`config.mk`:
```
export PLATFORM = sky130hd
export DESIGN_NAME = native_aip_buf
export DESIGN_NICKNAME = d
export VERILOG_FILES = /design/src/rtl/native_aip_buf_pkg.sv /design/src/rtl/aip_sync_fifo.sv /design/src/rtl/native_aip_buf.sv
export SDC_FILE = /design/constraint.sdc
export NUM_CORES = 1
export LEC_CHECK = 0
export CAP_MARGIN = 20
export CORE_ASPECT_RATIO = 0.9
export CORE_MARGIN = 5
export CORE_UTILIZATION = 35
export DETAILED_ROUTE_END_ITERATION = 10
export HOLD_SLACK_MARGIN = 0.12
export MAX_ROUTING_LAYER = met4
export SYNTH_ARGS = -nofsm -noshare
export SYNTH_HDL_FRONTEND = slang
export SYNTH_HIERARCHICAL = 1
export SYNTH_SLANG_ARGS = --single-unit
```
`constraint.sdc`:
```
create_clock -name i_clk -period 11.56 [get_ports i_clk]
set_clock_uncertainty 0.1 [all_clocks]
set_input_delay 1.156 -clock i_clk [delete_from_list [all_inputs] [get_ports i_clk]]
set_output_delay 1.156 -clock i_clk [all_outputs]
set_load 0.01 [all_outputs]
```
`src/rtl/native_aip_buf_pkg.sv`:
```
// Shared definitions for the native AIP buffer: register offsets,
// controller FSM states and STATUS field positions.
package native_aip_buf_pkg;

  localparam logic [7:0] REG_RDATA  = 8'h00;
  localparam logic [7:0] REG_WDATA  = 8'h04;
  localparam logic [7:0] REG_CONFIG = 8'h08;
  localparam logic [7:0] REG_CTRL   = 8'h0C;
  localparam logic [7:0] REG_RDCNT  = 8'h10;
  localparam logic [7:0] REG_STATUS = 8'h14;
  localparam logic [7:0] REG_IRQ    = 8'h18;

  // STATUS = {wlevel, rlevel, busy, wovf, runf}; level fields are
  // $clog2(depth)+1 bits wide, rlevel starts at STAT_RLVL and wlevel follows.
  localparam int STAT_RUNF = 0;
  localparam int STAT_WOVF = 1;
  localparam int STAT_BUSY = 2;
  localparam int STAT_RLVL = 3;

  typedef enum logic [1:0] {
    ST_IDLE      = 2'd0,
    ST_PUSH      = 2'd1,
    ST_FETCH_REQ = 2'd2,
    ST_FETCH_CAP = 2'd3
  } state_e;

endpackage

```
`src/rtl/aip_sync_fifo.sv`:
```
// Single-clock show-ahead FIFO. Pointers carry one extra bit so that
// full and empty are distinguishable; a push into a full FIFO is accepted
// only when a pop happens in the same cycle.
module aip_sync_fifo #(
  parameter int WIDTH = 32,
  parameter int DEPTH = 8
) (
  input  logic                   i_clk,
  input  logic                   i_rst,
  input  logic                   i_push,
  input  logic [WIDTH-1:0]       i_wdata,
  input  logic                   i_pop,
  output logic [WIDTH-1:0]       o_rdata,
  output logic                   o_full,
  output logic                   o_empty,
  output logic [$clog2(DEPTH):0] o_level
);

  localparam int AW = $clog2(DEPTH);

  logic [AW:0]      wptr_q, wptr_d, rptr_q, rptr_d;
  logic [WIDTH-1:0] mem_q [DEPTH];
  logic             do_push, do_pop;

  assign o_empty = (wptr_q == rptr_q);
  assign o_full  = (wptr_q[AW] != rptr_q[AW]) && (wptr_q[AW-1:0] == rptr_q[AW-1:0]);
  assign o_level = wptr_q - rptr_q;
  assign o_rdata = mem_q[rptr_q[AW-1:0]];

  // Qualify push/pop against occupancy and advance the pointers.
  always_comb begin
    do_pop  = i_pop & ~o_empty;
    do_push = i_push & (~o_full | do_pop);
    wptr_d  = wptr_q + {{AW{1'b0}}, do_push};
    rptr_d  = rptr_q + {{AW{1'b0}}, do_pop};
  end

  // Pointer registers; reset empties the FIFO.
  always_ff @(posedge i_clk) begin
    if (i_rst) begin
      wptr_q <= '0;
      rptr_q <= '0;
    end else begin
      wptr_q <= wptr_d;
      rptr_q <= rptr_d;
    end
  end

  // Storage array; contents are don't-care while empty so it is not reset.
  always_ff @(posedge i_clk) begin
    if (do_push) mem_q[wptr_q[AW-1:0]] <= i_wdata;
  end

endmodule

```
`src/rtl/native_aip_buf.sv`:
```
// Native CPU-bus to AIP core bridge with a write FIFO drained into the core
// and a read FIFO filled from the core under an RDCNT word budget.
// Optional feature macro: NATIVE_AIP_BUF_IRQ_EN (registered, maskable,
// W1C interrupt); without it the core interrupt passes straight through.
module native_aip_buf
  import native_aip_buf_pkg::*;
#(
  parameter int DATA_W     = 32,
  parameter int FIFO_DEPTH = 8,
  parameter int CONFIG_W   = 5
) (
  input  logic                i_clk,
  input  logic                i_rst,
  input  logic                i_cpu_mem_valid,
  input  logic [31:0]         i_cpu_mem_addr,
  input  logic [DATA_W-1:0]   i_cpu_mem_wdata,
  input  logic                i_cpu_mem_wen,
  output logic [DATA_W-1:0]   o_cpu_mem_rdata,
  output logic                o_cpu_mem_ready,
  input  logic                i_aip_sel,
  input  logic                i_aip_enable,
  input  logic [DATA_W-1:0]   i_aip_dataOut,
  output logic [DATA_W-1:0]   o_aip_dataIn,
  output logic [CONFIG_W-1:0] o_aip_config,
  output logic                o_aip_read,
  output logic                o_aip_write,
  output logic                o_aip_start,
  input  logic                i_aip_int,
  output logic                o_core_int
);

  localparam int LW = $clog2(FIFO_DEPTH) + 1;

  state_e              state_q, state_d;
  logic                ready_q, ready_d;
  logic [DATA_W-1:0]   rdata_q, rdata_d;
  logic [CONFIG_W-1:0] config_q, config_d;
  logic [DATA_W-1:0]   rdcnt_q, rdcnt_d;
  logic                rdcnt_ovr_q, rdcnt_ovr_d;
  logic                wovf_q, wovf_d, runf_q, runf_d;
  logic                start_q, start_d;

  logic                access;
  logic [7:0]          reg_addr;
  logic [DATA_W-1:0]   status_word, irq_word;
  logic                pop_req, aip_write, aip_read;

  logic                wf_push, wf_pop, wf_full, wf_empty;
  logic [DATA_W-1:0]   wf_rdata;
  logic [LW-1:0]       wf_level;
  logic                rf_push, rf_pop, rf_full, rf_empty;
  logic [DATA_W-1:0]   rf_rdata;
  logic [LW-1:0]       rf_level;
  logic                unused_addr;

  // A held request is not re-accepted while its ready pulse is out.
  assign access      = i_cpu_mem_valid & i_aip_sel & i_aip_enable & ~ready_q;
  assign reg_addr    = i_cpu_mem_addr[7:0];
  assign unused_addr = ^i_cpu_mem_addr[31:8];
  assign wf_pop      = pop_req;

  aip_sync_fifo #(.WIDTH(DATA_W), .DEPTH(FIFO_DEPTH)) u_wfifo (
    .i_clk(i_clk), .i_rst(i_rst), .i_push(wf_push), .i_wdata(i_cpu_mem_wdata),
    .i_pop(wf_pop), .o_rdata(wf_rdata), .o_full(wf_full), .o_empty(wf_empty),
    .o_level(wf_level)
  );

  aip_sync_fifo #(.WIDTH(DATA_W), .DEPTH(FIFO_DEPTH)) u_rfifo (
    .i_clk(i_clk), .i_rst(i_rst), .i_push(rf_push), .i_wdata(i_aip_dataOut),
    .i_pop(rf_pop), .o_rdata(rf_rdata), .o_full(rf_full), .o_empty(rf_empty),
    .o_level(rf_level)
  );

  // Pack the STATUS word from live FIFO levels, FSM state and sticky flags.
  always_comb begin
    status_word                     = '0;
    status_word[STAT_RUNF]          = runf_q;
    status_word[STAT_WOVF]          = wovf_q;
    status_word[STAT_BUSY]          = (state_q != ST_IDLE);
    status_word[STAT_RLVL +: LW]    = rf_level;
    status_word[STAT_RLVL+LW +: LW] = wf_level;
  end

  // Controller FSM: drain the write FIFO first, otherwise fetch RDCNT words.
  always_comb begin
    state_d   = state_q;
    pop_req   = 1'b0;
    rf_push   = 1'b0;
    aip_write = 1'b0;
    aip_read  = 1'b0;
    case (state_q)
      ST_IDLE: begin
        if (!wf_empty) state_d = ST_PUSH;
        else if ((rdcnt_q != '0) && !rf_full) state_d = ST_FETCH_REQ;
      end
      ST_PUSH: begin
        pop_req   = ~wf_empty;
        aip_write = ~wf_empty;
        if (wf_empty || ((wf_level == LW'(1)) && !wf_push)) state_d = ST_IDLE;
      end
      ST_FETCH_REQ: begin
        aip_read = 1'b1;
        state_d  = ST_FETCH_CAP;
      end
      ST_FETCH_CAP: begin
        rf_push = 1'b1;
        state_d = ST_IDLE;
      end
      default: state_d = ST_IDLE;
    endcase
  end

  // CPU register file: decode accesses, FIFO push/pop, sticky flags, RDCNT.
  always_comb begin
    ready_d     = access;
    rdata_d     = rdata_q;
    config_d    = config_q;
    rdcnt_d     = rdcnt_q;
    rdcnt_ovr_d = rdcnt_ovr_q;
    wovf_d      = wovf_q;
    runf_d      = runf_q;
    start_d     = 1'b0;
    wf_push     = 1'b0;
    rf_pop      = 1'b0;
    // A CPU write of RDCNT during FETCH_REQ replaces the pending decrement.
    if (state_q == ST_FETCH_CAP) begin
      if (!rdcnt_ovr_q) rdcnt_d = rdcnt_q - DATA_W'(1);
      rdcnt_ovr_d = 1'b0;
    end
    if (access) begin
      rdata_d = '0;
      if (i_cpu_mem_wen) begin
        case (reg_addr)
          REG_WDATA: begin
            if (wf_full && !wf_pop) wovf_d = 1'b1;
            else wf_push = 1'b1;
          end
          REG_CONFIG: config_d = i_cpu_mem_wdata[CONFIG_W-1:0];
          REG_CTRL:   start_d  = i_cpu_mem_wdata[0];
          REG_RDCNT: begin
            rdcnt_d = i_cpu_mem_wdata;
            if (state_q == ST_FETCH_REQ) rdcnt_ovr_d = 1'b1;
          end
          default: ;
        endcase
      end else begin
        case (reg_addr)
          REG_RDATA: begin
            if (!rf_empty) begin
              rf_pop  = 1'b1;
              rdata_d = rf_rdata;
            end else begin
              runf_d = 1'b1;
            end
          end
          REG_CONFIG: rdata_d = DATA_W'(config_q);
          REG_RDCNT:  rdata_d = rdcnt_q;
          REG_STATUS: begin
            rdata_d = status_word;
            wovf_d  = 1'b0;
            runf_d  = 1'b0;
          end
          REG_IRQ:    rdata_d = irq_word;
          default: ;
        endcase
      end
    end
  end

  // State and register updates; reset aborts any transfer in flight.
  always_ff @(posedge i_clk) begin
    if (i_rst) begin
      state_q     <= ST_IDLE;
      ready_q     <= 1'b0;
      rdata_q     <= '0;
      config_q    <= '0;
      rdcnt_q     <= '0;
      rdcnt_ovr_q <= 1'b0;
      wovf_q      <= 1'b0;
      runf_q      <= 1'b0;
      start_q     <= 1'b0;
    end else begin
      state_q     <= state_d;
      ready_q     <= ready_d;
      rdata_q     <= rdata_d;
      config_q    <= config_d;
      rdcnt_q     <= rdcnt_d;
      rdcnt_ovr_q <= rdcnt_ovr_d;
      wovf_q      <= wovf_d;
      runf_q      <= runf_d;
      start_q     <= start_d;
    end
  end

`ifdef NATIVE_AIP_BUF_IRQ_EN
  logic irq_wr;
  logic pend_q, pend_d, irq_en_q, irq_en_d, int_prev_q, int_prev_d, core_int_q, core_int_d;

  assign irq_wr = access & i_cpu_mem_wen & (reg_addr == REG_IRQ);

  // Pending latches on a core interrupt rising edge (wins over W1C).
  always_comb begin
    pend_d     = pend_q;
    irq_en_d   = irq_en_q;
    int_prev_d = i_aip_int;
    if (irq_wr) begin
      if (i_cpu_mem_wdata[0]) pend_d = 1'b0;
      irq_en_d = i_cpu_mem_wdata[1];
    end
    if (i_aip_int && !int_prev_q) pend_d = 1'b1;
    core_int_d = pend_d & irq_en_d;
  end

  // Interrupt state and registered CPU interrupt.
  always_ff @(posedge i_clk) begin
    if (i_rst) begin
      pend_q     <= 1'b0;
      irq_en_q   <= 1'b0;
      int_prev_q <= 1'b0;
      core_int_q <= 1'b0;
    end else begin
      pend_q     <= pend_d;
      irq_en_q   <= irq_en_d;
      int_prev_q <= int_prev_d;
      core_int_q <= core_int_d;
    end
  end

  assign irq_word   = DATA_W'({irq_en_q, pend_q});
  assign o_core_int = core_int_q;
`else
  assign irq_word   = '0;
  assign o_core_int = i_aip_int;
`endif

  assign o_cpu_mem_ready = ready_q;
  assign o_cpu_mem_rdata = rdata_q;
  assign o_aip_config    = config_q;
  assign o_aip_start     = start_q;
  assign o_aip_write     = aip_write;
  assign o_aip_read      = aip_read;
  assign o_aip_dataIn    = aip_write ? wf_rdata : '0;

endmodule

```
==> report_table.html, run 1 <==
<table>
<tr><th>Metric</th><th>Value</th></tr>
<tr><th colspan="2">Timing</th></tr>
<tr><td>Count of endpoints failing hold in the final timing report</td><td>0</td></tr>
<tr><td>Slew Limit Fails</td><td>0</td></tr>
<tr><td>Summed negative setup slack over all endpoints</td><td>0 ps</td></tr>
<tr><td>Final Critical Period</td><td>4660 ps</td></tr>
<tr><td>Actual transition at the worst max-transition pin</td><td>between 1000 and 1500 ps</td></tr>
<tr><td>Crit path setup slack, layout</td><td>6900 ps</td></tr>
<tr><td>Number of endpoints failing setup at the final stage</td><td>0</td></tr>
<tr><td>Worst slew margin</td><td>31.1%</td></tr>
<tr><td>FMAX</td><td>215 MHz</td></tr>
<tr><td>Setup repair after global routing missed its margin</td><td>false</td></tr>
<tr><td>Portion of the clock cycle consumed by the worst path in the final layout</td><td>40.3%</td></tr>
<tr><th colspan="2">Critical path</th></tr>
<tr><td>Reg-to-reg slack, setup</td><td>7710 ps</td></tr>
<tr><td>Required time reported for the critical path endpoint</td><td>10300 ps</td></tr>
<tr><td>Maximum net fanout on the critical path</td><td>33</td></tr>
<tr><td>Launching element type of the critical path</td><td>flop</td></tr>
<tr><td>Kind of end point of the critical path</td><td>output pin</td></tr>
<tr><td>Capture point of the worst path</td><td>o_aip_write</td></tr>
<tr><td>Depth of the worst register-to-register path</td><td>11</td></tr>
<tr><td>Critical path data arrival time</td><td>between 3000 and 4000 ps</td></tr>
<tr><td>Worst reg2reg startpoint</td><td>u_rfifo/rptr_q[2]$_SDFF_PP0_</td></tr>
<tr><td>Origin of the worst setup path</td><td>u_wfifo/rptr_q[1]$_SDFF_PP0_</td></tr>
<tr><td>Type of the worst setup path</td><td>flop to output pin</td></tr>
<tr><td>Reg-to-reg endpoint</td><td>u_rfifo/wptr_q[2]$_SDFF_PP0_</td></tr>
<tr><th colspan="2">Logic synthesis</th></tr>
<tr><td>Syn avg cell area</td><td>16.6 um^2</td></tr>
<tr><td>Syn Nets</td><td>1596</td></tr>
<tr><td>Cell variety after synth</td><td>57</td></tr>
<tr><td>Post-synthesis share of cell area spent on full adders, half adders and majority gates</td><td>0.929%</td></tr>
<tr><td>Portion of netlist area occupied by mux cells</td><td>12.6%</td></tr>
<tr><td>Register bit total from synthesis</td><td>604</td></tr>
<tr><td>Synthesized netlist cell count</td><td>1476</td></tr>
<tr><td>Most repeated cell in the gate-level netlist after synthesis</td><td>sky130_fd_sc_hd__edfxtp_1</td></tr>
<tr><td>Leading cell types by count after synthesis</td><td>512 x sky130_fd_sc_hd__edfxtp_1, 267 x sky130_fd_sc_hd__nand2_1, 120 x sky130_fd_sc_hd__mux4_2</td></tr>
<tr><td>Post-Syn Area</td><td>0.0245 mm^2</td></tr>
<tr><td>Yosys warning count</td><td>6</td></tr>
<tr><td>Biggest area contributors in the synthesized netlist</td><td>sky130_fd_sc_hd__edfxtp_1 63%, sky130_fd_sc_hd__mux4_2 11%, sky130_fd_sc_hd__dfxtp_1 7.5%</td></tr>
<tr><td>Commonest register cell after synthesis</td><td>sky130_fd_sc_hd__edfxtp_1</td></tr>
<tr><td>Dominant cell type by area after synthesis</td><td>sky130_fd_sc_hd__edfxtp_1</td></tr>
<tr><td>Post-Synth XOR/XNOR Area</td><td>1.57%</td></tr>
<tr><td>Seq/Total Area, Yosys</td><td>a little over two thirds</td></tr>
<tr><td>Yosys top cell area share</td><td>62.7%</td></tr>
<tr><td>Combinational family with the most area after synthesis</td><td>multiplexers</td></tr>
<tr><td>Simple logic cell fraction of the synthesized area</td><td>a little under a tenth</td></tr>
<tr><td>Compound-gate portion of the synthesized area</td><td>2.71%</td></tr>
<tr><td>Fraction of registers with async set or reset after synthesis</td><td>0%</td></tr>
<tr><td>Number of flops mapped to enable cells by yosys</td><td>512</td></tr>
<tr><th colspan="2">Floorplanning</th></tr>
<tr><td>Horizontal extent of the die</td><td>289 um</td></tr>
<tr><td>CORE AREA</td><td>0.0698 mm^2</td></tr>
<tr><td>Top-level port count</td><td>177</td></tr>
<tr><td>Vertical die dimension</td><td>261 um</td></tr>
<tr><td>Standard-cell row count</td><td>92</td></tr>
<tr><td>Die outline area</td><td>around 0.075 mm^2</td></tr>
<tr><td>Starting density of the core</td><td>between 30% and 40%</td></tr>
<tr><th colspan="2">Power and ir drop</th></tr>
<tr><td>Clock share of power</td><td>41.7%</td></tr>
<tr><td>Combinational share of power</td><td>slightly below 6%</td></tr>
<tr><td>Maximum VDD drop</td><td>0.118 mV</td></tr>
<tr><td>Net switching power of the design</td><td>between 0.9 and 1 mW</td></tr>
<tr><td>Cell-internal power</td><td>between 3 and 4 mW</td></tr>
<tr><td>Switching part of the total power</td><td>a little over a fifth</td></tr>
<tr><td>Pwr per Cell Area</td><td>approximately 160 mW/mm^2</td></tr>
<tr><td>Sequential fraction of design power</td><td>approximately 52%</td></tr>
<tr><td>Standby leakage power</td><td>about 9.5 nW</td></tr>
<tr><th colspan="2">Cells and area</th></tr>
<tr><td>Final Instance Area</td><td>0.0290 mm^2</td></tr>
<tr><td>Combined area of the multi-input logic cells</td><td>0.00678 mm^2</td></tr>
<tr><td>Reg area</td><td>0.0172 mm^2</td></tr>
<tr><td>Final Core Density</td><td>41.6%</td></tr>
<tr><td>Non-Filler Instances</td><td>roughly 2600</td></tr>
<tr><td>Layout Area Growth over Synthesis</td><td>18.2%</td></tr>
<tr><td>Number of inserted filler cells in the final layout</td><td>6378</td></tr>
<tr><td>Fraction of final layout cells with drive strength greater than 1</td><td>~17%</td></tr>
<tr><td>Total number of nets in the final design</td><td>~1800</td></tr>
<tr><th colspan="2">GRT</th></tr>
<tr><td>Aggregate global-route resource usage</td><td>15.4%</td></tr>
<tr><td>Vias in the first global route</td><td>roughly 13000</td></tr>
<tr><td>Pin count of the biggest net entering global routing</td><td>69</td></tr>
<tr><td>Overflow left after global routing</td><td>0</td></tr>
<tr><td>Global-route wire length before repair</td><td>85.4 mm</td></tr>
<tr><td>Antenna violations before repair</td><td>6</td></tr>
<tr><th colspan="2">Clock network</th></tr>
<tr><td>Clock Sinks</td><td>604</td></tr>
<tr><td>Cells resized by post-CTS repair</td><td>0</td></tr>
<tr><td>Number of hold buffers added after cts</td><td>0</td></tr>
<tr><td>Number of buffers inserted to repair setup after CTS</td><td>0</td></tr>
<tr><td>CTS buffer count</td><td>58</td></tr>
<tr><td>Clock-pin slew reported for the worst setup and hold paths after clock tree synthesis</td><td>60 ps</td></tr>
<tr><td>Max Root-Sink Buffers</td><td>3</td></tr>
<tr><td>Worst-Skew Late Latency</td><td>around 610 ps</td></tr>
<tr><td>Clock tree root buffer cell</td><td>sky130_fd_sc_hd__clkbuf_16</td></tr>
<tr><td>Maximum level of the CTS H-tree</td><td>2</td></tr>
<tr><td>CTS tree</td><td>built</td></tr>
<tr><th colspan="2">Placed design</th></tr>
<tr><td>Gpl congestion</td><td>0.812</td></tr>
<tr><td>Standard cell area after detailed placement</td><td>0.0270 mm^2</td></tr>
<tr><td>Post-detailed-placement half-perimeter wirelength</td><td>around 34 mm</td></tr>
<tr><td>Count of port buffers added during placement</td><td>150</td></tr>
<tr><td>Worst setup slack before clock tree synthesis</td><td>roughly 6800 ps</td></tr>
<tr><td>Placed instance count</td><td>~2500</td></tr>
<tr><th colspan="2">Route</th></tr>
<tr><td>Avg Vias per Cell</td><td>5.04</td></tr>
<tr><td>Detailed-route wire length</td><td>roughly 57 mm</td></tr>
<tr><td>Number of DRC markers after the initial detailed-route iteration</td><td>roughly 1100</td></tr>
<tr><td>Routed via count</td><td>13300</td></tr>
<tr><td>ANT nets after route</td><td>0</td></tr>
<tr><td>Post-detailed-route DRC marker count</td><td>0</td></tr>
<tr><td>Avg WL per Cell</td><td>21.8 um</td></tr>
<tr><td>1st-pass router iterations</td><td>5</td></tr>
<tr><th colspan="2">Job</th></tr>
<tr><td>Maxcap violations</td><td>0</td></tr>
<tr><th colspan="2">Hold path</th></tr>
<tr><td>Classification of the worst-slack hold path</td><td>flop to flop</td></tr>
<tr><th colspan="2">Outcome</th></tr>
<tr><td>Result of the run</td><td>finished clean</td></tr>
</table>
[cell families (layout without fill, tap and decap cells)]
| kind of cell | count (synthesis) | count (layout) |
|---|---|---|
| adders and majority gates | 17 | 17 |
| other | 0 | 5 |
| and+or+nand+nor | 483 | 483 |
| DFF | 604 | 604 |
| xor gates and xnor gates | 44 | 44 |
| buffers and inverters | 99 | 308 |
| muxes | 144 | 144 |
| AOI/OAI and AO/OA | 85 | 85 |
[registers in the layout, indices dropped and copies added (netlist names)]
signal           count
u_rfifo/mem_q      256
u_wfifo/mem_q      256
o_cpu_mem_rdata     32
rdcnt_q             32
o_aip_config         5
u_rfifo/rptr_q       4
u_rfifo/wptr_q       4
u_wfifo/rptr_q       4
u_wfifo/wptr_q       4
state_q              2
o_aip_start          1
o_cpu_mem_ready      1
rdcnt_ovr_q          1
runf_q               1
wovf_q               1
[metal layers]
layer	share of wire (%)	GRT usage [%]	routed length, um
met1	43	20.7	24700
met2	49	24.5	27800
met3	6.3	3.10	3600
met4	2.0	3.67	1160
met5	0	-	0
[worst min path at each step]
stage,depth (start not counted),to,start,slack (ps)
6_report,2,wovf_q$_SDFFE_PP0P_,wovf_q$_SDFFE_PP0P_,370
5_1_grt,2,wovf_q$_SDFFE_PP0P_,wovf_q$_SDFFE_PP0P_,400
4_1_cts,2,wovf_q$_SDFFE_PP0P_,wovf_q$_SDFFE_PP0P_,380
3_5_place_dp,2,wovf_q$_SDFFE_PP0P_,wovf_q$_SDFFE_PP0P_,370
3_3_place_gp,2,wovf_q$_SDFFE_PP0P_,wovf_q$_SDFFE_PP0P_,360
2_1_floorplan,2,wovf_q$_SDFFE_PP0P_,wovf_q$_SDFFE_PP0P_,350
[critical path: stages (launching register included)]
cell and delay [ps]:
sky130_fd_sc_hd__dfxtp_1 310, sky130_fd_sc_hd__inv_1 50, sky130_fd_sc_hd__buf_4 430, sky130_fd_sc_hd__ha_1 360
sky130_fd_sc_hd__and4_1 250, sky130_fd_sc_hd__nor2_2 90, sky130_fd_sc_hd__buf_4 360, sky130_fd_sc_hd__nand2_1 150
sky130_fd_sc_hd__inv_1 170, sky130_fd_sc_hd__clkdlybuf4s50_1 610
[layout by cell type (no fill, tap or decap), drive strengths merged, types with 6 or more instances in the layout]
master / n
a211oi: 36
a21oi: 6
a221oi: 6
a22oi: 27
and3: 33
buf: 33
bufinv: 6
clkbuf: 88
clkdlybuf4s50: 149
clkinv: 14
dfxtp: 92
edfxtp: 512
ha: 15
inv: 17
mux2: 6
mux2i: 10
mux4: 128
nand2: 267
nand3: 16
nand3b: 6
nand4: 6
nand4b: 9
nor2: 64
nor2b: 15
nor3: 24
nor4: 15
nor4b: 8
xnor2: 17
xor2: 27
[area by class of cell]
cell class | count | area share [%]
Sequential cell | 604 | 59.4
Multi-Input combinational cell | 773 | 23.4
Tap cell | 940 | 4.06
Clock buffer | 88 | 5.85
Clock inverter | 21 | 0.971
Inverter | 17 | 0.220
Antenna cell | 5 | 0.0432
Timing Repair Buffer | 182 | 6.06
[power groups by stage]
stage               logic, mW  registers [mW]  clock network [mW]
detailed placement      0.277            2.48                   0
global route            0.304            2.44                2.08
CTS                     0.279            2.43                1.99
finish                  0.276            2.43                1.93
floorplan               0.186            2.46                   0
global placement        0.270            2.48                   0
[stage by stage]
stage          hold WS (ps)  power [mW]
2_1_floorplan           345        2.65
3_3_place_gp            361        2.75
3_5_place_dp            366        2.75
4_1_cts                 377        4.70
5_1_grt                 399        4.82
6_report                374        4.64
(Power assumes the default switching activity.)
==> run 2: changes to the inputs <==
==> constraint.sdc (replaced) <==
create_clock -name i_clk -period 4.1 [get_ports i_clk]
set_clock_uncertainty 0.1 [all_clocks]
set_input_delay 0.41 -clock i_clk [delete_from_list [all_inputs] [get_ports i_clk]]
set_output_delay 0.41 -clock i_clk [all_outputs]
set_load 0.01 [all_outputs]
==> run 2 against run 1 <==
Effect of this change: sequential share of layout area decreased by 0.59 points; count of clock-buffer cells in the layout decreased by 21; worst setup slack got worse by 6600 ps; critical path depth decreased by 3; final cell count increased by 0.19%; die area unchanged; critical path type unchanged.
==> report_table.html, run 2 (same netlist as run 1, synthesis figures left out) <==
<table>
<tr><th>Metric</th><th>Value</th></tr>
<tr><th colspan="2">Outcome</th></tr>
<tr><td>Result of the run</td><td>finished clean</td></tr>
<tr><th colspan="2">GRT</th></tr>
<tr><td>Overflow left after global routing</td><td>0 (unchanged)</td></tr>
<tr><td>Pin count of the biggest net entering global routing</td><td>67 (-2.9%)</td></tr>
<tr><td>Vias in the first global route</td><td>13500 (+2.4%)</td></tr>
<tr><td>Global-route wire length before repair</td><td>85.2 mm (-0.27%)</td></tr>
<tr><td>Antenna violations before repair</td><td>3 (-3)</td></tr>
<tr><td>Aggregate global-route resource usage</td><td>15.3% (-0.11 points)</td></tr>
<tr><th colspan="2">Critical path</th></tr>
<tr><td>Kind of end point of the critical path</td><td>output pin</td></tr>
<tr><td>Type of the worst setup path</td><td>flop to output pin</td></tr>
<tr><td>Launching element type of the critical path</td><td>flop</td></tr>
<tr><td>Depth of the worst register-to-register path</td><td>8 (-3)</td></tr>
<tr><td>Maximum net fanout on the critical path</td><td>32 (-3.0%)</td></tr>
<tr><td>Required time reported for the critical path endpoint</td><td>3590 ps (-6710 ps)</td></tr>
<tr><td>Critical path data arrival time</td><td>3280 ps (-130 ps)</td></tr>
<tr><th colspan="2">Timing</th></tr>
<tr><td>Actual transition at the worst max-transition pin</td><td>1040 ps (+7.83 ps)</td></tr>
<tr><td>FMAX</td><td>264 MHz</td></tr>
<tr><td>Number of endpoints failing setup at the final stage</td><td>0 (unchanged)</td></tr>
<tr><td>Worst slew margin</td><td>30.5% (-0.52 points)</td></tr>
<tr><td>Portion of the clock cycle consumed by the worst path in the final layout</td><td>92.4%</td></tr>
<tr><td>Slew Limit Fails</td><td>0 (unchanged)</td></tr>
<tr><td>Final Critical Period</td><td>between 3000 and 4000 ps</td></tr>
<tr><td>Setup repair after global routing missed its margin</td><td>false</td></tr>
<tr><td>Count of endpoints failing hold in the final timing report</td><td>0 (unchanged)</td></tr>
<tr><th colspan="2">Floorplanning</th></tr>
<tr><td>CORE AREA</td><td>0.0698 mm^2 (unchanged)</td></tr>
<tr><td>Vertical die dimension</td><td>261 um (unchanged)</td></tr>
<tr><td>Horizontal extent of the die</td><td>289 um (unchanged)</td></tr>
<tr><td>Top-level port count</td><td>177 (unchanged)</td></tr>
<tr><td>Die outline area</td><td>0.0755 mm^2 (unchanged)</td></tr>
<tr><td>Starting density of the core</td><td>35.2% (unchanged)</td></tr>
<tr><td>Standard-cell row count</td><td>92 (unchanged)</td></tr>
<tr><th colspan="2">Power and ir drop</th></tr>
<tr><td>Maximum VDD drop</td><td>0.343 mV (+190%)</td></tr>
<tr><td>Pwr per Cell Area</td><td>445 mW/mm^2 (+180%)</td></tr>
<tr><td>Standby leakage power</td><td>9.55 nW (+0.48%)</td></tr>
<tr><th colspan="2">Cells and area</th></tr>
<tr><td>Leading cell types in the layout, fill and taps excluded</td><td>512 x sky130_fd_sc_hd__edfxtp_1, 267 x sky130_fd_sc_hd__nand2_1, 149 x sky130_fd_sc_hd__clkdlybuf4s50_1, 120 x sky130_fd_sc_hd__mux4_2, 88 x sky130_fd_sc_hd__dfxtp_1</td></tr>
<tr><td>Layout Area Growth over Synthesis</td><td>19.4%</td></tr>
<tr><td>Fraction of final layout cells with drive strength greater than 1</td><td>17.8% (+0.34 points)</td></tr>
<tr><td>Total number of nets in the final design</td><td>1766 (+0.57%)</td></tr>
<tr><td>Final Instance Area</td><td>0.0293 mm^2 (+1.0%)</td></tr>
<tr><td>Non-Filler Instances</td><td>2635 (+0.19%)</td></tr>
<tr><td>Most common cell after layout, fill and taps aside</td><td>sky130_fd_sc_hd__edfxtp_1</td></tr>
<tr><th colspan="2">Placed design</th></tr>
<tr><td>Post-detailed-placement half-perimeter wirelength</td><td>34.9 mm (+2.5%)</td></tr>
<tr><td>Count of port buffers added during placement</td><td>150 (unchanged)</td></tr>
<tr><td>Standard cell area after detailed placement</td><td>0.0273 mm^2 (+1.3%)</td></tr>
<tr><td>Gpl congestion</td><td>0.804 (-1.0%)</td></tr>
<tr><td>Placed instance count</td><td>2525 (+0.40%)</td></tr>
<tr><th colspan="2">Route</th></tr>
<tr><td>Detailed-route wire length</td><td>57.1 mm (-0.37%)</td></tr>
<tr><td>1st-pass router iterations</td><td>5 (unchanged)</td></tr>
<tr><td>Number of DRC markers after the initial detailed-route iteration</td><td>1041 (-4.8%)</td></tr>
<tr><td>ANT nets after route</td><td>0 (unchanged)</td></tr>
<tr><td>Post-detailed-route DRC marker count</td><td>0 (unchanged)</td></tr>
<tr><td>Avg Vias per Cell</td><td>5.02 (-0.36%)</td></tr>
<tr><td>Routed via count</td><td>13200 (-0.17%)</td></tr>
<tr><td>Avg WL per Cell</td><td>21.7 um (-0.56%)</td></tr>
<tr><th colspan="2">Clock network</th></tr>
<tr><td>Maximum level of the CTS H-tree</td><td>2 (unchanged)</td></tr>
<tr><td>CTS tree</td><td>built</td></tr>
<tr><td>Number of hold buffers added after cts</td><td>1 (+1)</td></tr>
<tr><td>Clock-pin slew reported for the worst setup and hold paths after clock tree synthesis</td><td>60 ps (about the same)</td></tr>
<tr><td>Clock tree root buffer cell</td><td>sky130_fd_sc_hd__clkbuf_16</td></tr>
<tr><td>Worst-Skew Late Latency</td><td>610 ps (about the same)</td></tr>
<tr><td>Cells resized by post-CTS repair</td><td>0 (unchanged)</td></tr>
<tr><td>Max Root-Sink Buffers</td><td>3 (unchanged)</td></tr>
<tr><td>CTS buffer count</td><td>57 (-1.7%)</td></tr>
<tr><td>Number of buffers inserted to repair setup after CTS</td><td>0 (unchanged)</td></tr>
<tr><td>Clock Sinks</td><td>604 (unchanged)</td></tr>
<tr><th colspan="2">Job</th></tr>
<tr><td>Maxcap violations</td><td>0 (unchanged)</td></tr>
<tr><th colspan="2">Hold path</th></tr>
<tr><td>Number of cells on the worst hold path</td><td>2 (unchanged)</td></tr>
<tr><td>Classification of the worst-slack hold path</td><td>flop to flop</td></tr>
</table>
[run 2: per-stage QoR]
step / hold WS [ps] / power, mW / setup slack, ps / util (%) / TNS, ps
6_report: 374 / 13.0 / 310 / 42.0 / 0
5_1_grt: 404 / 13.5 / 131 / 42.0 / 0
4_1_cts: 351 / 13.2 / 257 / 41.9 / 0
3_5_place_dp: 365 / 7.79 / 409 / 39.2 / 0
3_3_place_gp: 360 / 7.77 / 355 / 39.2 / 0
2_1_floorplan: 345 / 7.47 / -612 / - / -74210
[run 2: metal layers]
metal  share of wire, %  vias up  track usage (%)
met5                  0        -                -
met4                1.7        0             3.39
met3                5.6       71             2.79
met2                 48      342             24.1
met1                 44     6759             21.1
li1                   -     6058                -
[run 2: where the power goes]
group	total (mW)	switching (mW)	internal, mW
Sequential	6.86	0.113	6.74
Clock	5.38	2.25	3.13
Combinational	0.800	0.475	0.325
[run 2: final cells by class]
class | count | area (um^2)
Antenna cell | 3 | 7.51
Clock inverter | 38 | 407
Inverter | 17 | 63.8
Timing Repair Buffer | 193 | 2000
Multi-Input combinational cell | 773 | 6890
Clock buffer | 67 | 1510
Fill cell | 6263 | 40500
Sequential cell | 604 | 17200
Tap cell | 940 | 1180
[run 2: critical path, stage by stage (launching register included)]
cell	delay, ps
sky130_fd_sc_hd__dfxtp_1	700
sky130_fd_sc_hd__ha_1	390
sky130_fd_sc_hd__and4_1	270
sky130_fd_sc_hd__nor2_2	120
sky130_fd_sc_hd__buf_4	340
sky130_fd_sc_hd__and3_1	280
sky130_fd_sc_hd__clkdlybuf4s50_1	550
[run 2: path summary, 6_finish.rpt]
check / from / to / slack [ps]
hold / removal: wovf_q$_SDFFE_PP0P_ / wovf_q$_SDFFE_PP0P_ / 370
setup reg to reg: u_wfifo/wptr_q[2]$_SDFF_PP0_ / u_wfifo/mem_q[7][10]$_DFFE_PP_ / 680
setup / recovery: u_wfifo/wptr_q[2]$_SDFF_PP0_ / o_aip_dataIn[31] / 310
hold reg to reg: wovf_q$_SDFFE_PP0P_ / wovf_q$_SDFFE_PP0P_ / 370
==> run 3: changes to the inputs <==
--- a/config.mk
+++ b/config.mk
@@ -6,7 +6,7 @@
 export NUM_CORES = 1
 export LEC_CHECK = 0
 export CAP_MARGIN = 20
-export CORE_ASPECT_RATIO = 0.9
+export CORE_ASPECT_RATIO = 1.1
 export CORE_MARGIN = 5
 export CORE_UTILIZATION = 35
 export DETAILED_ROUTE_END_ITERATION = 10
==> run 3 against run 2 <==
Effect of this change: utilization up 0.62 points; sequential power about the same; global-route usage up 0.12 points; count of clock-buffer cells in the layout up 12; worst setup slack better by 2.6 ps; non-clock buffer count down 3; clock power up 6.9%; flip-flop and latch count unchanged; fmax about the same; critical path type unchanged; critical endpoint is now o_aip_dataIn[6]; highest routed layer unchanged.
==> report_table.html, run 3 (same netlist as run 1, synthesis figures left out) <==
<table>
<tr><th>Metric</th><th>Value</th></tr>
<tr><th colspan="2">Power and ir drop</th></tr>
<tr><td>Net switching power of the design</td><td>2.88 mW (+1.6%)</td></tr>
<tr><td>Pwr per Cell Area</td><td>455 mW/mm^2 (+2.1%)</td></tr>
<tr><td>Clock share of power</td><td>42.9% (+1.6 points)</td></tr>
<tr><td>Combinational share of power</td><td>6.0% (about the same)</td></tr>
<tr><td>Sequential fraction of design power</td><td>51.2% (-1.4 points)</td></tr>
<tr><td>Maximum VDD drop</td><td>0.297 mV (-13%)</td></tr>
<tr><td>Switching part of the total power</td><td>21.5% (-0.27 points)</td></tr>
<tr><td>Post-route total power</td><td>13.4 mW (+2.9%)</td></tr>
<tr><td>Standby leakage power</td><td>9.67 nW (+1.2%)</td></tr>
<tr><td>Cell-internal power</td><td>10.5 mW (+3.2%)</td></tr>
<tr><th colspan="2">Clock network</th></tr>
<tr><td>Clock tree root buffer cell</td><td>sky130_fd_sc_hd__clkbuf_16</td></tr>
<tr><td>Maximum level of the CTS H-tree</td><td>2 (unchanged)</td></tr>
<tr><td>Clock-pin slew reported for the worst setup and hold paths after clock tree synthesis</td><td>60 ps (about the same)</td></tr>
<tr><td>Clock Sinks</td><td>604 (unchanged)</td></tr>
<tr><td>CTS tree</td><td>built</td></tr>
<tr><td>Max Root-Sink Buffers</td><td>3 (unchanged)</td></tr>
<tr><td>Worst-Skew Late Latency</td><td>600 ps (about the same)</td></tr>
<tr><td>Cells resized by post-CTS repair</td><td>0 (unchanged)</td></tr>
<tr><td>CTS buffer count</td><td>61 (+7.0%)</td></tr>
<tr><td>Number of buffers inserted to repair setup after CTS</td><td>0 (unchanged)</td></tr>
<tr><th colspan="2">GRT</th></tr>
<tr><td>Overflow left after global routing</td><td>0 (unchanged)</td></tr>
<tr><td>Pin count of the biggest net entering global routing</td><td>67 (unchanged)</td></tr>
<tr><td>Global-route wire length before repair</td><td>87.4 mm (+2.5%)</td></tr>
<tr><td>Vias in the first global route</td><td>13800 (+2.2%)</td></tr>
<tr><td>Antenna violations before repair</td><td>8 (+5)</td></tr>
<tr><td>Aggregate global-route resource usage</td><td>15.5% (+0.12 points)</td></tr>
<tr><th colspan="2">Critical path</th></tr>
<tr><td>Required time reported for the critical path endpoint</td><td>3590 ps (about the same)</td></tr>
<tr><td>Kind of end point of the critical path</td><td>output pin</td></tr>
<tr><td>Critical path data arrival time</td><td>3280 ps (about the same)</td></tr>
<tr><td>Launching element type of the critical path</td><td>flop</td></tr>
<tr><td>Type of the worst setup path</td><td>flop to output pin</td></tr>
<tr><td>Maximum net fanout on the critical path</td><td>32 (unchanged)</td></tr>
<tr><th colspan="2">Route</th></tr>
<tr><td>Avg WL per Cell</td><td>21.8 um (+0.72%)</td></tr>
<tr><td>Avg Vias per Cell</td><td>5.09 (+1.4%)</td></tr>
<tr><td>Detailed-route wire length</td><td>57.5 mm (+0.64%)</td></tr>
<tr><td>ANT nets after route</td><td>0 (unchanged)</td></tr>
<tr><td>Number of DRC markers after the initial detailed-route iteration</td><td>965 (-7.3%)</td></tr>
<tr><td>1st-pass router iterations</td><td>5 (unchanged)</td></tr>
<tr><td>Post-detailed-route DRC marker count</td><td>0 (unchanged)</td></tr>
<tr><td>Routed via count</td><td>13400 (+1.3%)</td></tr>
<tr><th colspan="2">Cells and area</th></tr>
<tr><td>Layout Area Growth over Synthesis</td><td>20.3%</td></tr>
<tr><td>Fraction of final layout cells with drive strength greater than 1</td><td>18.3% (+0.53 points)</td></tr>
<tr><td>Final Instance Area</td><td>0.0295 mm^2 (+0.74%)</td></tr>
<tr><td>Leading cell types in the layout, fill and taps excluded</td><td>512 x sky130_fd_sc_hd__edfxtp_1, 267 x sky130_fd_sc_hd__nand2_1, 149 x sky130_fd_sc_hd__clkdlybuf4s50_1, 120 x sky130_fd_sc_hd__mux4_2, 88 x sky130_fd_sc_hd__dfxtp_1</td></tr>
<tr><td>Number of inserted filler cells in the final layout</td><td>6240 (-0.37%)</td></tr>
<tr><td>Total number of nets in the final design</td><td>1767 (+0.057%)</td></tr>
<tr><td>Most common cell after layout, fill and taps aside</td><td>sky130_fd_sc_hd__edfxtp_1</td></tr>
<tr><th colspan="2">Timing</th></tr>
<tr><td>Setup repair after global routing missed its margin</td><td>false</td></tr>
<tr><td>Worst slew margin</td><td>32.9% (+2.3 points)</td></tr>
<tr><td>Count of endpoints failing hold in the final timing report</td><td>0 (unchanged)</td></tr>
<tr><td>Final Critical Period</td><td>3790 ps (-2.56 ps)</td></tr>
<tr><td>FMAX</td><td>264 MHz (about the same)</td></tr>
<tr><td>Number of endpoints failing setup at the final stage</td><td>0 (unchanged)</td></tr>
<tr><td>Slew Limit Fails</td><td>0 (unchanged)</td></tr>
<tr><td>Portion of the clock cycle consumed by the worst path in the final layout</td><td>92.4% (about the same)</td></tr>
<tr><td>Crit path setup slack, layout</td><td>313 ps (+2.55 ps)</td></tr>
<tr><td>Actual transition at the worst max-transition pin</td><td>1010 ps (-34.8 ps)</td></tr>
<tr><th colspan="2">Floorplanning</th></tr>
<tr><td>Vertical die dimension</td><td>288 um (+10%)</td></tr>
<tr><td>Horizontal extent of the die</td><td>262 um (-9.2%)</td></tr>
<tr><td>Starting density of the core</td><td>35.4% (+0.26 points)</td></tr>
<tr><td>Top-level port count</td><td>177 (unchanged)</td></tr>
<tr><td>Die outline area</td><td>0.0755 mm^2 (about the same)</td></tr>
<tr><td>CORE AREA</td><td>0.0693 mm^2 (-0.72%)</td></tr>
<tr><td>Standard-cell row count</td><td>101 (+9.8%)</td></tr>
<tr><th colspan="2">Placed design</th></tr>
<tr><td>Count of port buffers added during placement</td><td>150 (unchanged)</td></tr>
<tr><td>Standard cell area after detailed placement</td><td>0.0273 mm^2 (about the same)</td></tr>
<tr><td>Worst setup slack before clock tree synthesis</td><td>564 ps (+155 ps)</td></tr>
<tr><td>Gpl congestion</td><td>0.807 (+0.49%)</td></tr>
<tr><td>Post-detailed-placement half-perimeter wirelength</td><td>35.0 mm (+0.19%)</td></tr>
<tr><th colspan="2">Job</th></tr>
<tr><td>Maxcap violations</td><td>0 (unchanged)</td></tr>
<tr><th colspan="2">Hold path</th></tr>
<tr><td>Classification of the worst-slack hold path</td><td>flop to flop</td></tr>
<tr><th colspan="2">Outcome</th></tr>
<tr><td>Result of the run</td><td>finished clean</td></tr>
</table>
run 3: changes by cell type in the layout (fill, tap and decap cells not counted), sizes merged, moves of 2 or more:
cell,before,now
clkbuf,67,79
diode,3,8
buf,43,40
clkinvlp,6,4
run 3: cell type report:
cell class	instances	area [um^2]	area share (%)
Sequential cell	604	17200	58.4
Timing Repair Buffer	190	2020	6.83
Multi-Input combinational cell	773	6890	23.4
Clock buffer	79	1760	5.97
Inverter	17	63.8	0.216
Antenna cell	8	20.0	0.0679
Tap cell	927	1160	3.93
Clock inverter	35	352	1.19
run 3: path summary, 6_finish.rpt:
check | startpoint | to | slack, ps | depth (start not counted)
max | u_wfifo/wptr_q[2]$_SDFF_PP0_ | o_aip_dataIn[6] | 310 | 6
min reg2reg | o_cpu_mem_rdata[15]$_SDFFE_PP0P_ | o_cpu_mem_rdata[15]$_SDFFE_PP0P_ | 380 | 2
max reg2reg | u_rfifo/wptr_q[0]$_SDFF_PP0_ | u_rfifo/wptr_q[1]$_SDFF_PP0_ | 790 | 10
min | o_cpu_mem_rdata[15]$_SDFFE_PP0P_ | o_cpu_mem_rdata[15]$_SDFFE_PP0P_ | 380 | 2
run 3: metrics by stage:
stage	TNS [ps]	std cells	hold slack, ps	util, %
floorplan	-74210	1476	345	-
global placement	0	2508	359	39.4
detailed placement	0	2509	374	39.5
CTS	0	2624	359	42.5
global route	0	2632	400	42.6
finish	0	2633	382	42.6
run 3: what timing repair did:
item | CTS | global route
endpoints found under the setup margin | 0 | 0
hold endpoints to repair | 6 | 0
hold buffers | 1 | 0
run 3: layer usage:
metal / GRT usage (%) / up-vias / wire [um]
li1: - / 6067 / -
met1: 20.3 / 6914 / 24600
met2: 25.3 / 345 / 28700
met3: 2.97 / 73 / 3220
met4: 3.58 / 0 / 962
met5: - / - / 0
run 3: worst max-delay path, stage by stage (launching register included):
cell and delay [ps]:
sky130_fd_sc_hd__dfxtp_1 700, sky130_fd_sc_hd__ha_1 390, sky130_fd_sc_hd__and4_1 270, sky130_fd_sc_hd__nor2_2 110
sky130_fd_sc_hd__buf_4 340, sky130_fd_sc_hd__and3_1 300, sky130_fd_sc_hd__clkdlybuf4s50_1 560
run 3: power by group through the flow:
stage / registers [mW] / logic (mW) / clock network, mW
finish: 6.86 / 0.800 / 5.75
global route: 6.87 / 0.882 / 6.15
CTS: 6.86 / 0.809 / 5.90
detailed placement: 6.99 / 0.804 / 0
global placement: 6.99 / 0.783 / 0
floorplan: 6.94 / 0.529 / 0
